===== config.mk =====
export PLATFORM = sky130hd
export DESIGN_NAME = acq_controller_flat
export DESIGN_NICKNAME = d
export VERILOG_FILES = /design/src/rtl/acq_controller_if.sv /design/src/rtl/acq_controller.sv /design/src/flat_wrapper.sv
export SDC_FILE = /design/constraint.sdc
export NUM_CORES = 1
export LEC_CHECK = 0
export ABC_CLOCK_PERIOD_IN_PS = 2350
export CAP_MARGIN = 5
export CORE_UTILIZATION = 50
export DETAILED_ROUTE_END_ITERATION = 10
export PLACE_DENSITY = 0.87
export SLEW_MARGIN = 0
export SYNTH_ARGS = -nofsm -noshare
export SYNTH_HDL_FRONTEND = slang
export SYNTH_SLANG_ARGS = --single-unit

===== constraint.sdc =====
create_clock -name clk -period 2.35 [get_ports clk]
set_clock_uncertainty 0.1 [all_clocks]
set_input_delay 0.47 -clock clk [delete_from_list [all_inputs] [get_ports clk]]
set_output_delay 0.47 -clock clk [all_outputs]
set_load 0.005 [all_outputs]

===== src/rtl/acq_controller_if.sv =====
// Acquisition datapath bundle: ADC sample stream in, capture-RAM write port
// and the frame hand-off to the display path.
interface acq_controller_if #(
    parameter int DATA_W = 12,
    parameter int ADDR_W = 8
);
    logic [DATA_W-1:0] adc_data;
    logic              adc_valid;
    logic              wr_en;
    logic [ADDR_W-1:0] wr_addr;
    logic [DATA_W-1:0] wr_data;
    logic              frame_ready;
    logic              frame_ack;

    modport master (
        input  adc_data, adc_valid, frame_ack,
        output wr_en, wr_addr, wr_data, frame_ready
    );

    modport slave (
        output adc_data, adc_valid, frame_ack,
        input  wr_en, wr_addr, wr_data, frame_ready
    );
endinterface


===== src/rtl/acq_controller.sv =====
// Scope acquisition sequencer: decimator, hysteresis edge trigger with
// auto/normal/single modes, one-frame capture into RAM and display hand-off.
module acq_controller #(
    parameter int DATA_W       = 12,
    parameter int DEPTH        = 256,
    parameter int ADDR_W       = 8,
    parameter int AUTO_TIMEOUT = 4096
) (
    input  logic              clk,
    input  logic              rst,
    acq_controller_if.master  bus,
    input  logic [DATA_W-1:0] level,
    input  logic [DATA_W-1:0] hyst,
    input  logic              slope,
    input  logic [1:0]        mode,
    input  logic              arm,
    input  logic [11:0]       decim,
    output logic              auto_trig,
    output logic              busy,
    output logic [2:0]        state_o
);

    localparam int TCNT_W = $clog2(AUTO_TIMEOUT) + 1;
    localparam logic [DATA_W:0] SAMPLE_MAX = {1'b0, {DATA_W{1'b1}}};

    typedef enum logic [2:0] {
        S_IDLE    = 3'd0,
        S_PRE     = 3'd1,
        S_ARMED   = 3'd2,
        S_CAPTURE = 3'd3,
        S_DONE    = 3'd4
    } state_t;

    function automatic logic [DATA_W:0] sat_lo(input logic [DATA_W-1:0] lvl,
                                               input logic [DATA_W-1:0] h);
        return (lvl >= h) ? {1'b0, lvl - h} : '0;
    endfunction

    function automatic logic [DATA_W:0] sat_hi(input logic [DATA_W-1:0] lvl,
                                               input logic [DATA_W-1:0] h);
        logic [DATA_W:0] sum;
        sum = {1'b0, lvl} + {1'b0, h};
        return (sum > SAMPLE_MAX) ? SAMPLE_MAX : sum;
    endfunction

    state_t            state, state_nx;
    logic [11:0]       dcnt, dcnt_nx;
    logic [TCNT_W-1:0] tcnt, tcnt_nx;
    logic [ADDR_W-1:0] wcnt, wcnt_nx;
    logic              wr_en_q, wr_en_nx;
    logic [ADDR_W-1:0] wr_addr_q, wr_addr_nx;
    logic [DATA_W-1:0] wr_data_q, wr_data_nx;
    logic              frame_ready_q, frame_ready_nx;
    logic              auto_trig_q, auto_trig_nx;
    logic              busy_q, busy_nx;

    logic              tick;
    logic              fire;
    logic [DATA_W:0]   thr_lo, thr_hi, sample_x;
    logic              edge_hit, band_exit;

    assign thr_lo    = sat_lo(level, hyst);
    assign thr_hi    = sat_hi(level, hyst);
    assign sample_x  = {1'b0, bus.adc_data};
    assign edge_hit  = slope ? (bus.adc_data <= level) : (bus.adc_data >= level);
    assign band_exit = slope ? (sample_x > thr_hi) : (sample_x < thr_lo);
    // >= rather than == so a lowered decim mid-run ticks at once instead of wrapping
    assign tick      = bus.adc_valid && (dcnt >= decim);

    always_comb begin
        state_nx     = state;
        dcnt_nx      = dcnt;
        tcnt_nx      = tcnt;
        wcnt_nx      = wcnt;
        wr_en_nx     = 1'b0;
        wr_addr_nx   = wr_addr_q;
        wr_data_nx   = wr_data_q;
        auto_trig_nx = auto_trig_q;
        fire         = 1'b0;

        if (state == S_IDLE || state == S_DONE) begin
            dcnt_nx = '0;
        end else if (bus.adc_valid) begin
            dcnt_nx = tick ? '0 : dcnt + 12'd1;
        end

        case (state)
            S_IDLE: begin
                if (mode == 2'b00 || mode == 2'b01 || (mode == 2'b10 && arm)) begin
                    state_nx     = S_PRE;
                    tcnt_nx      = '0;
                    auto_trig_nx = 1'b0;
                end
            end
            S_PRE, S_ARMED: begin
                if (mode == 2'b11) begin
                    state_nx = S_IDLE;
                end else if (tick) begin
                    tcnt_nx = tcnt + 1'b1;
                    if (state == S_ARMED && edge_hit) begin
                        fire = 1'b1;
                    end else if (mode == 2'b00 && tcnt == TCNT_W'(AUTO_TIMEOUT - 1)) begin
                        fire         = 1'b1;
                        auto_trig_nx = 1'b1;
                    end else if (state == S_PRE && band_exit) begin
                        state_nx = S_ARMED;
                    end
                end
            end
            S_CAPTURE: begin
                if (tick) begin
                    wr_en_nx   = 1'b1;
                    wr_addr_nx = wcnt;
                    wr_data_nx = bus.adc_data;
                    wcnt_nx    = wcnt + 1'b1;
                    if (wcnt == ADDR_W'(DEPTH - 1)) begin
                        state_nx = S_DONE;
                    end
                end
            end
            S_DONE: begin
                if (frame_ready_q && bus.frame_ack) begin
                    state_nx = S_IDLE;
                end
            end
            default: state_nx = S_IDLE;
        endcase

        // The triggering sample itself lands at address 0
        if (fire) begin
            wr_en_nx   = 1'b1;
            wr_addr_nx = '0;
            wr_data_nx = bus.adc_data;
            wcnt_nx    = ADDR_W'(1);
            state_nx   = S_CAPTURE;
        end

        frame_ready_nx = (state == S_DONE) && !(frame_ready_q && bus.frame_ack);
        busy_nx        = (state_nx == S_PRE) || (state_nx == S_ARMED) || (state_nx == S_CAPTURE);
    end

    always_ff @(posedge clk or negedge rst) begin
        if (!rst) begin
            state         <= S_IDLE;
            dcnt          <= '0;
            tcnt          <= '0;
            wcnt          <= '0;
            wr_en_q       <= 1'b0;
            wr_addr_q     <= '0;
            wr_data_q     <= '0;
            frame_ready_q <= 1'b0;
            auto_trig_q   <= 1'b0;
            busy_q        <= 1'b0;
        end else begin
            state         <= state_nx;
            dcnt          <= dcnt_nx;
            tcnt          <= tcnt_nx;
            wcnt          <= wcnt_nx;
            wr_en_q       <= wr_en_nx;
            wr_addr_q     <= wr_addr_nx;
            wr_data_q     <= wr_data_nx;
            frame_ready_q <= frame_ready_nx;
            auto_trig_q   <= auto_trig_nx;
            busy_q        <= busy_nx;
        end
    end

    assign bus.wr_en       = wr_en_q;
    assign bus.wr_addr     = wr_addr_q;
    assign bus.wr_data     = wr_data_q;
    assign bus.frame_ready = frame_ready_q;
    assign auto_trig       = auto_trig_q;
    assign busy            = busy_q;
    assign state_o         = state;

endmodule


===== src/flat_wrapper.sv =====
// flat-port wrapper written by rule: the top's interface ports become plain ports
module acq_controller_flat 
#(
    parameter int DATA_W       = 12,
    parameter int DEPTH        = 256,
    parameter int ADDR_W       = 8,
    parameter int AUTO_TIMEOUT = 4096
)
  (clk, rst, level, hyst, slope, mode, arm, decim, auto_trig, busy, state_o, bus_adc_data, bus_adc_valid, bus_frame_ack, bus_wr_en, bus_wr_addr, bus_wr_data, bus_frame_ready);
  acq_controller_if #(.DATA_W(DATA_W), .ADDR_W(ADDR_W)) bus_i ();
  input  logic clk;
  input  logic rst;
  input  logic [DATA_W-1:0] level;
  input  logic [DATA_W-1:0] hyst;
  input  logic slope;
  input  logic [1:0] mode;
  input  logic arm;
  input  logic [11:0] decim;
  output logic auto_trig;
  output logic busy;
  output logic [2:0] state_o;
  input wire logic [$bits(bus_i.adc_data)-1:0] bus_adc_data;
  input wire logic [$bits(bus_i.adc_valid)-1:0] bus_adc_valid;
  input wire logic [$bits(bus_i.frame_ack)-1:0] bus_frame_ack;
  output wire logic [$bits(bus_i.wr_en)-1:0] bus_wr_en;
  output wire logic [$bits(bus_i.wr_addr)-1:0] bus_wr_addr;
  output wire logic [$bits(bus_i.wr_data)-1:0] bus_wr_data;
  output wire logic [$bits(bus_i.frame_ready)-1:0] bus_frame_ready;
  assign bus_i.adc_data = bus_adc_data;
  assign bus_i.adc_valid = bus_adc_valid;
  assign bus_i.frame_ack = bus_frame_ack;
  assign bus_wr_en = bus_i.wr_en;
  assign bus_wr_addr = bus_i.wr_addr;
  assign bus_wr_data = bus_i.wr_data;
  assign bus_frame_ready = bus_i.frame_ready;
  acq_controller #(.DATA_W(DATA_W), .DEPTH(DEPTH), .ADDR_W(ADDR_W), .AUTO_TIMEOUT(AUTO_TIMEOUT)) u_core (.clk(clk), .rst(rst), .bus(bus_i), .level(level), .hyst(hyst), .slope(slope), .mode(mode), .arm(arm), .decim(decim), .auto_trig(auto_trig), .busy(busy), .state_o(state_o));
endmodule

Word-level counts from Yosys, hierarchy flattened
Index checks and enable logic that the tools add are counted.
{"block": "word_totals", "mem_count": 0, "mem_bits_ro": 0, "mem_bits_rw": 0, "out_inout_bits": 27, "regBits": 60, "latchBits": 0}
{"block": "op_classes", "n_mul": 0, "n_addsub": 5, "shift": 0, "order_cmp": 7, "bitwise_logic": 0, "muxes": 45, "n_eq_ne": 17, "div_mod_pow": 0, "reduce_logical": 23}
{"cell": "$mux W12", "count": 7}
{"cell": "$mux W13", "count": 4}
{"cell": "$mux W8", "count": 6}
{"cell": "$ge A12 B12 Y1", "count": 3}
{"cell": "$mux W3", "count": 10}
{"cell": "$pmux W13 S2", "count": 1}
{"cell": "$mux W1", "count": 15}
{"cell": "$add A12 B12 Y13", "count": 1}
{"cell": "$add A13 B1 Y13 const B", "count": 1}
{"cell": "$eq A13 B12 Y1 const B", "count": 1}
{"cell": "$gt A12 B13 Y1", "count": 1}
{"cell": "$gt A13 B12 Y1 const B", "count": 1}
{"cell": "$lt A12 B13 Y1", "count": 1}
{"cell": "$add A12 B1 Y12 const B", "count": 1}
{"cell": "$eq A3 B2 Y1 const B", "count": 4}
{"cell": "$le A12 B12 Y1", "count": 1}
{"cell": "$pmux W3 S4", "count": 1}
{"cell": "$sub A12 B12 Y12", "count": 1}
{"cell": "$add A8 B1 Y8 const B", "count": 1}
{"cell": "$eq A8 B8 Y1 const B", "count": 1}
{"cell": "$reduce_bool A2 Y1", "count": 4}
{"cell": "$logic_and A1 B1 Y1", "count": 7}
{"cell": "$eq A3 B1 Y1 const B", "count": 2}
{"cell": "$ne A2 B2 Y1 const B", "count": 3}
{"cell": "other kinds (13)", "count": 19}

Longest topological paths before layout
{"block": "logic_depth", "depth_word": 16, "mapped_depth": 20, "mapped_depth_nobuf": 19}

Worst setup path before layout
OpenSTA, ideal clock, no wires.
{"block": "synth_timing", "path_kind": "input-to-reg", "from": "input port hyst[9]", "to": "register u_core.state[1] (netlist: u_core.state_o[1])", "setup_ns": 0.128, "path_buffers": 2, "slack_ns": -1.419, "cell_stages": 19, "arrival_ns": 3.542, "path_cell_list": "inv_1 ha_1 clkbuf_1 nand3_1 or3_1 a21oi_1 nor2_1 nand2_1 a21o_1 clkbuf_1 nand2_1 ha_1 nand3b_1 nor3_1 nand4b_1 o31ai_1 nor2_1 o31ai_1 nand2_1"}
{"block": "synth_between", "elab_chain_len": 13, "elab_cells_between_ends": 17, "cone_classes": "add/sub: 2; order compare: 4; mux: 10; reduce/logical: 1"}
{"element": "start, declared", "line": "flat_wrapper.sv:14", "source": "input logic [DATA_W-1:0] hyst;"}
{"element": "$add A12 B12 Y13", "line": "acq_controller.sv:42", "source": "sum = {1'b0, lvl} + {1'b0, h};"}
{"element": "$gt A13 B12 Y1", "line": "acq_controller.sv:43", "source": "return (sum > SAMPLE_MAX) ? SAMPLE_MAX : sum;"}
{"element": "$mux W13", "line": "acq_controller.sv:43"}
{"element": "$gt A12 B13 Y1", "line": "acq_controller.sv:66", "source": "assign band_exit = slope ? (sample_x > thr_hi) : (sample_x < thr_lo);"}
{"element": "$mux W1 *", "line": "acq_controller.sv:66"}
{"element": "$logic_and A1 B1 Y1 *", "line": "acq_controller.sv:105", "source": "end else if (state == S_PRE && band_exit) begin"}
{"element": "$mux W3 *", "line": "acq_controller.sv:105"}
{"element": "$mux W3 *", "line": "acq_controller.sv:102", "source": "end else if (mode == 2'b00 && tcnt == TCNT_W'(AUTO_TIMEOUT - 1)) begin"}
{"element": "$mux W3 *", "line": "acq_controller.sv:100", "source": "if (state == S_ARMED && edge_hit) begin"}
{"element": "$mux W3 *", "line": "acq_controller.sv:98", "source": "end else if (tick) begin"}
{"element": "$mux W3 *", "line": "acq_controller.sv:96", "source": "if (mode == 2'b11) begin"}
{"element": "$pmux W3 S4 *", "line": "acq_controller.sv:87", "source": "case (state)"}
{"element": "$mux W3 *", "line": "acq_controller.sv:130", "source": "if (fire) begin"}
{"element": "via u_core.state_nx[1]", "line": "acq_controller.sv:46", "source": "state_t state, state_nx;"}
{"element": "end signal, assigned", "line": "acq_controller.sv:155", "source": "state <= state_nx;"}
{"element": "end, declared", "line": "acq_controller.sv:46"}
The timed path passes the listed nets; every way through them passes the cells marked *.
A chain may end at the register's enable or synchronous reset.

Final worst setup path
{"block": "layout_timing", "from": "input port hyst[0]", "to": "register u_core.busy_q (netlist: u_core.busy)"}
{"block": "layout_between", "elab_chain_len": 16, "elab_cells_between_ends": 22, "cone_classes": "add/sub: 2; order compare: 4; eq/ne: 3; mux: 10; reduce/logical: 3"}
{"element": "$add A12 B12 Y13", "line": "acq_controller.sv:42"}
{"element": "$gt A13 B12 Y1", "line": "acq_controller.sv:43"}
{"element": "$mux W13", "line": "acq_controller.sv:43"}
{"element": "$gt A12 B13 Y1", "line": "acq_controller.sv:66"}
{"element": "$mux W1 *", "line": "acq_controller.sv:66"}
{"element": "$logic_and A1 B1 Y1 *", "line": "acq_controller.sv:105"}
{"element": "$mux W3 *", "line": "acq_controller.sv:105"}
{"element": "$mux W3 *", "line": "acq_controller.sv:102"}
{"element": "$mux W3 *", "line": "acq_controller.sv:100"}
{"element": "$mux W3 *", "line": "acq_controller.sv:98"}
{"element": "$mux W3 *", "line": "acq_controller.sv:96"}
{"element": "$pmux W3 S4 *", "line": "acq_controller.sv:87"}
{"element": "$mux W3 *", "line": "acq_controller.sv:130"}
{"element": "$eq A3 B1 Y1 / $eq A3 B2 Y1 (equally long branches)", "line": "acq_controller.sv:139", "source": "busy_nx = (state_nx == S_PRE) || (state_nx == S_ARMED) || (state_nx == S_CAPTURE);"}
{"element": "$logic_or A1 B1 Y1", "line": "acq_controller.sv:139"}
{"element": "$logic_or A1 B1 Y1 *", "line": "acq_controller.sv:139"}
{"element": "via u_core.busy_nx", "line": "acq_controller.sv:55", "source": "logic busy_q, busy_nx;"}
{"element": "end signal, assigned", "line": "acq_controller.sv:164", "source": "busy_q <= busy_nx;"}
{"element": "end, declared", "line": "acq_controller.sv:55"}
Marks and branches as above.

==> flow_summary.yaml <==
run_status:
  status: "finished with violations"
  violations: "setup timing"
logic_synthesis:
  syn_nets: 758
  synthMostInstantiatedCell: "ha_1"
  synth_flop_cell: "dfrtp_1"
  avgSynthCellArea_um2: 8.52
  syn_inst: 626
  syn_area_um2: 5330
  synth_top_area_share_pct: 28.2
  synth_simple_gate_area_share_pct: 21.7
  synth_top_family_by_area: "simple AND/OR/NAND/NOR gates"
  synthArstFlopShare_pct: 100
  synth-compound-area-share_pct: 19.1
  ys_ff_latch: 60
  synth_cell_types: 64
  synthMuxAreaShare_pct: 2.75
  ys_top_cells_by_area: "dfrtp_1, ha_1, nand2_1"
  ys_seq_area_share_pct: 28.2
  synth_common_cells: "ha_1, nand2_1, dfrtp_1"
  synth_edf_count: 0
  synth_area_leader_cell: "dfrtp_1"
  synthAdderAreaFrac_pct: 18.1
  yosys_warnings: 0
  synthXorXnorAreaFrac_pct: 5.09
placement:
  dp_cells: 951
  routabilityCongestion: 0.908
  port_buffers: 82
  dpl_worst_slack_ps: -2140
  place_hpwl_um: 12800
power:
  pwr_density_cell_nw_per_um2: 472
  p_sw_w: 0.00165
  p_leak_nw: 4.12
  switching_share_pct: 38.3
  seqPwrFrac_pct: 25.4
  p_clk_share_pct: 25.8
  comb_power_share_pct: 48.8
  vdd_ir_drop_max_mv: 0.337
  p_int_w: 0.00266
global_routing:
  antenna_found_initial: 0
  grt_max_degree: 35
  grt_usage_pct: 36.4
  globalRoute.busiestLayer: "met2"
  grt_pass1_vias: 6502
  gr-total-overflow: 0
  grt_pass1_wl_um: 31800
  grtUsageMet2_pct: 69.0
  use_met1_pct: 38.5
  grtUsageMet3_pct: 4.27
floorplanning:
  die_y_um: 105
  dieArea_um2: 11100
  core_area_um2: 10300
  die_w_um: 105
  core.rowCount: 37
  ios: 83
  initial_utilization_pct: 51.6
route:
  wirelength_um: 24200
  drc_errors: 0
  drtIter0Drc: 580
  num_vias: 6581
  vias_per_cell: 6.50
  ant_nets: 0
  wl_per_cell_um: 24.0
  dr.pass1.iters: 5
clock_network:
  root_buffer: "clkbuf_8"
  htreeDepth: 3
  clock_path_buffers: 2
  cts_tree: "yes"
  numCtsBuffers: 9
  clk_pin_slew_ps: 80
  cts.sinks: 60
  clk_latency_ps: 360
timing:
  finalSetupViolCount: 57
  rsz0062_at_grt: "yes"
  finalWorstSetupSlack_ps: -1280
  slew_viol_final: 0
  worst_slew_pin_slew_ps: 640
  setup_tns_ps: -20940
  hold_viol_final: 0
  relSlewSlack_pct: 57.2
  fin_crit_sh_pct: 154
  holdWs_ps: 364
  clock.fmax_mhz: 276
  post-route-min-period_ps: 3630
critical_path:
  worstSetupEndpointType: "flip-flop"
  cp.arrival_ps: 3750
  slowest_delay_ps: 410
  path_cells: "buf_8 -> ha_4 -> inv_2 -> fa_2 -> nor2_4 -> o21ai_4 -> nand3_4 -> a31oi_4 -> nor2_2 -> o41a_1 -> nor2_1 -> ha_1 -> o21ai_0 -> a21oi_2 -> o21a_1 -> o211ai_1 -> nor2_2 -> o31ai_2 -> nand2_1"
  worst-endpoint-required_ps: 2470
  start_kind: "primary input"
  path_buf_inv: 2
  critPathMaxFanout: 4
  cpMostUsedCell: "nor2_2"
  critPathTopFamily: "compound AO/OA/AOI/OAI gates"
  crit_slowest_cell: "o41a_1"
  path_class: "in -> reg"
hold_path:
  hp-class: "in -> async"
flow_run:
  maxCapViolations: 0
cells_and_area:
  post_layout_nonfiller_instances: 1012
  drive_gt1_share_pct: 48.3
  syn_to_final_growth_pct: 71.0
  final_nets: 1003
  fin_util_pct: 88.3
  fill_cells: 420
  n_antenna_cell: 0
## power groups by stage
stage | clock [W] | sequential [W] | combinational (W)
3_3_place_gp | 0 | 0.00111 | 0.00139
2_1_floorplan | 0 | 0.00113 | 0.000810
6_report | 0.00111 | 0.00109 | 0.00210
4_1_cts | 0.00108 | 0.00109 | 0.00173
3_5_place_dp | 0 | 0.00111 | 0.00146
5_1_grt | 0.00115 | 0.00110 | 0.00221
## metal layers
| layer | vias up | part of all wire, % |
|---|---|---|
| li1 | 2732 | - |
| met1 | 3105 | 34 |
| met2 | 517 | 50 |
| met3 | 227 | 7.3 |
| met4 | 0 | 8.4 |
| met5 | - | 0 |
## worst register-to-register path: cells and delay by family (launching register included)
kind,cells,cell delay (ps)
and+or+nand+nor,3,370
adders and majority gates,1,330
xor gates and xnor gates,1,190
buffers and inverters,4,660
AOI/OAI and AO/OA,2,700
DFF,1,420
## worst paths after layout
check                                            from               endpoint  slack [ps]  cells past startpoint
worst max-delay path                          hyst[0]            u_core.busy       -1280                     19
worst min-delay path                              rst         u_core.dcnt[0]         360                      2
worst max register to register         u_core.dcnt[7]         u_core.wcnt[4]        -480                     11
worst min register to register  u_core.bus.wr_data[3]  u_core.bus.wr_data[3]         410                      1
max in group asynchronous                         rst  u_core.bus.wr_data[5]        1140                      3
min in group clk                u_core.bus.wr_data[3]  u_core.bus.wr_data[3]         410                      1
## cell type report
| class | count | area (um^2) | area share, % |
|---|---|---|---|
| multi-input cells | 499 | 4760 | 52.2 |
| repair buffers | 253 | 2220 | 24.4 |
| flip-flops and latches | 60 | 1500 | 16.5 |
| inverters | 48 | 235 | 2.58 |
| well taps | 136 | 170 | 1.87 |
| clock buffers | 10 | 138 | 1.51 |
| clock inverters | 6 | 93.8 | 1.03 |
## metrics by stage
stage	cell area (um^2)	power, W
final	9120	0.00431
after CTS	8660	0.00390
after detailed placement	7610	0.00257
after global routing	9120	0.00446
after global placement	7610	0.00249
after floorplan	5790	0.00194
## cells by family (layout without fill, tap and decap cells)
family / Yosys count / after routing
DFF: 60 / 60
and+or+nand+nor: 229 / 229
adders and majority gates: 76 / 76
AOI/OAI and AO/OA: 149 / 150
buffers and inverters: 68 / 317
muxes: 13 / 13
xor gates and xnor gates: 31 / 31
## sequential cells by signal, summed over array words and instances (netlist names)
signal                  flops
u_core.tcnt                13
u_core.bus.wr_data         12
u_core.dcnt                12
u_core.bus.wr_addr          8
u_core.wcnt                 8
u_core.state_o              3
u_core.auto_trig            1
u_core.bus.frame_ready      1
u_core.bus.wr_en            1
u_core.busy                 1
## what timing repair did
item | in CTS | in global routing
cloned | 5 | 1
pin swaps | 110 | 75
resized for setup | 278 | 89
setup buffers | 23 | 15
endpoints found under the hold margin | 3 | 0
hold buffers | 1 | 0
setup endpoints to repair | 59 | 59
## placed cells by master (no fill, tap or decap), types with 6 or more instances in the layout
master	n
inv_1	17
nor3_1	7
nor2_1	40
buf_6	31
mux2_4	12
nor3b_2	7
nor2_2	12
buf_4	145
and3_1	13
nand3b_1	6
buf_2	7
o21ai_2	13
inv_4	7
xnor2_1	14
inv_2	20
clkdlybuf4s50_1	34
dfrtp_1	60
and2_1	7
a21o_1	13
nand2_1	58
a21oi_1	17
ha_4	33
clkbuf_8	10
xor2_1	16
clkdlybuf4s15_2	6
o21ai_0	12
o21ai_1	12
nor2b_1	6
nand4_1	11
ha_1	36
nand3_1	11
a21oi_2	19
dlygate4sd2_1	14
No activity file was read; power rests on OpenSTA's default activity.
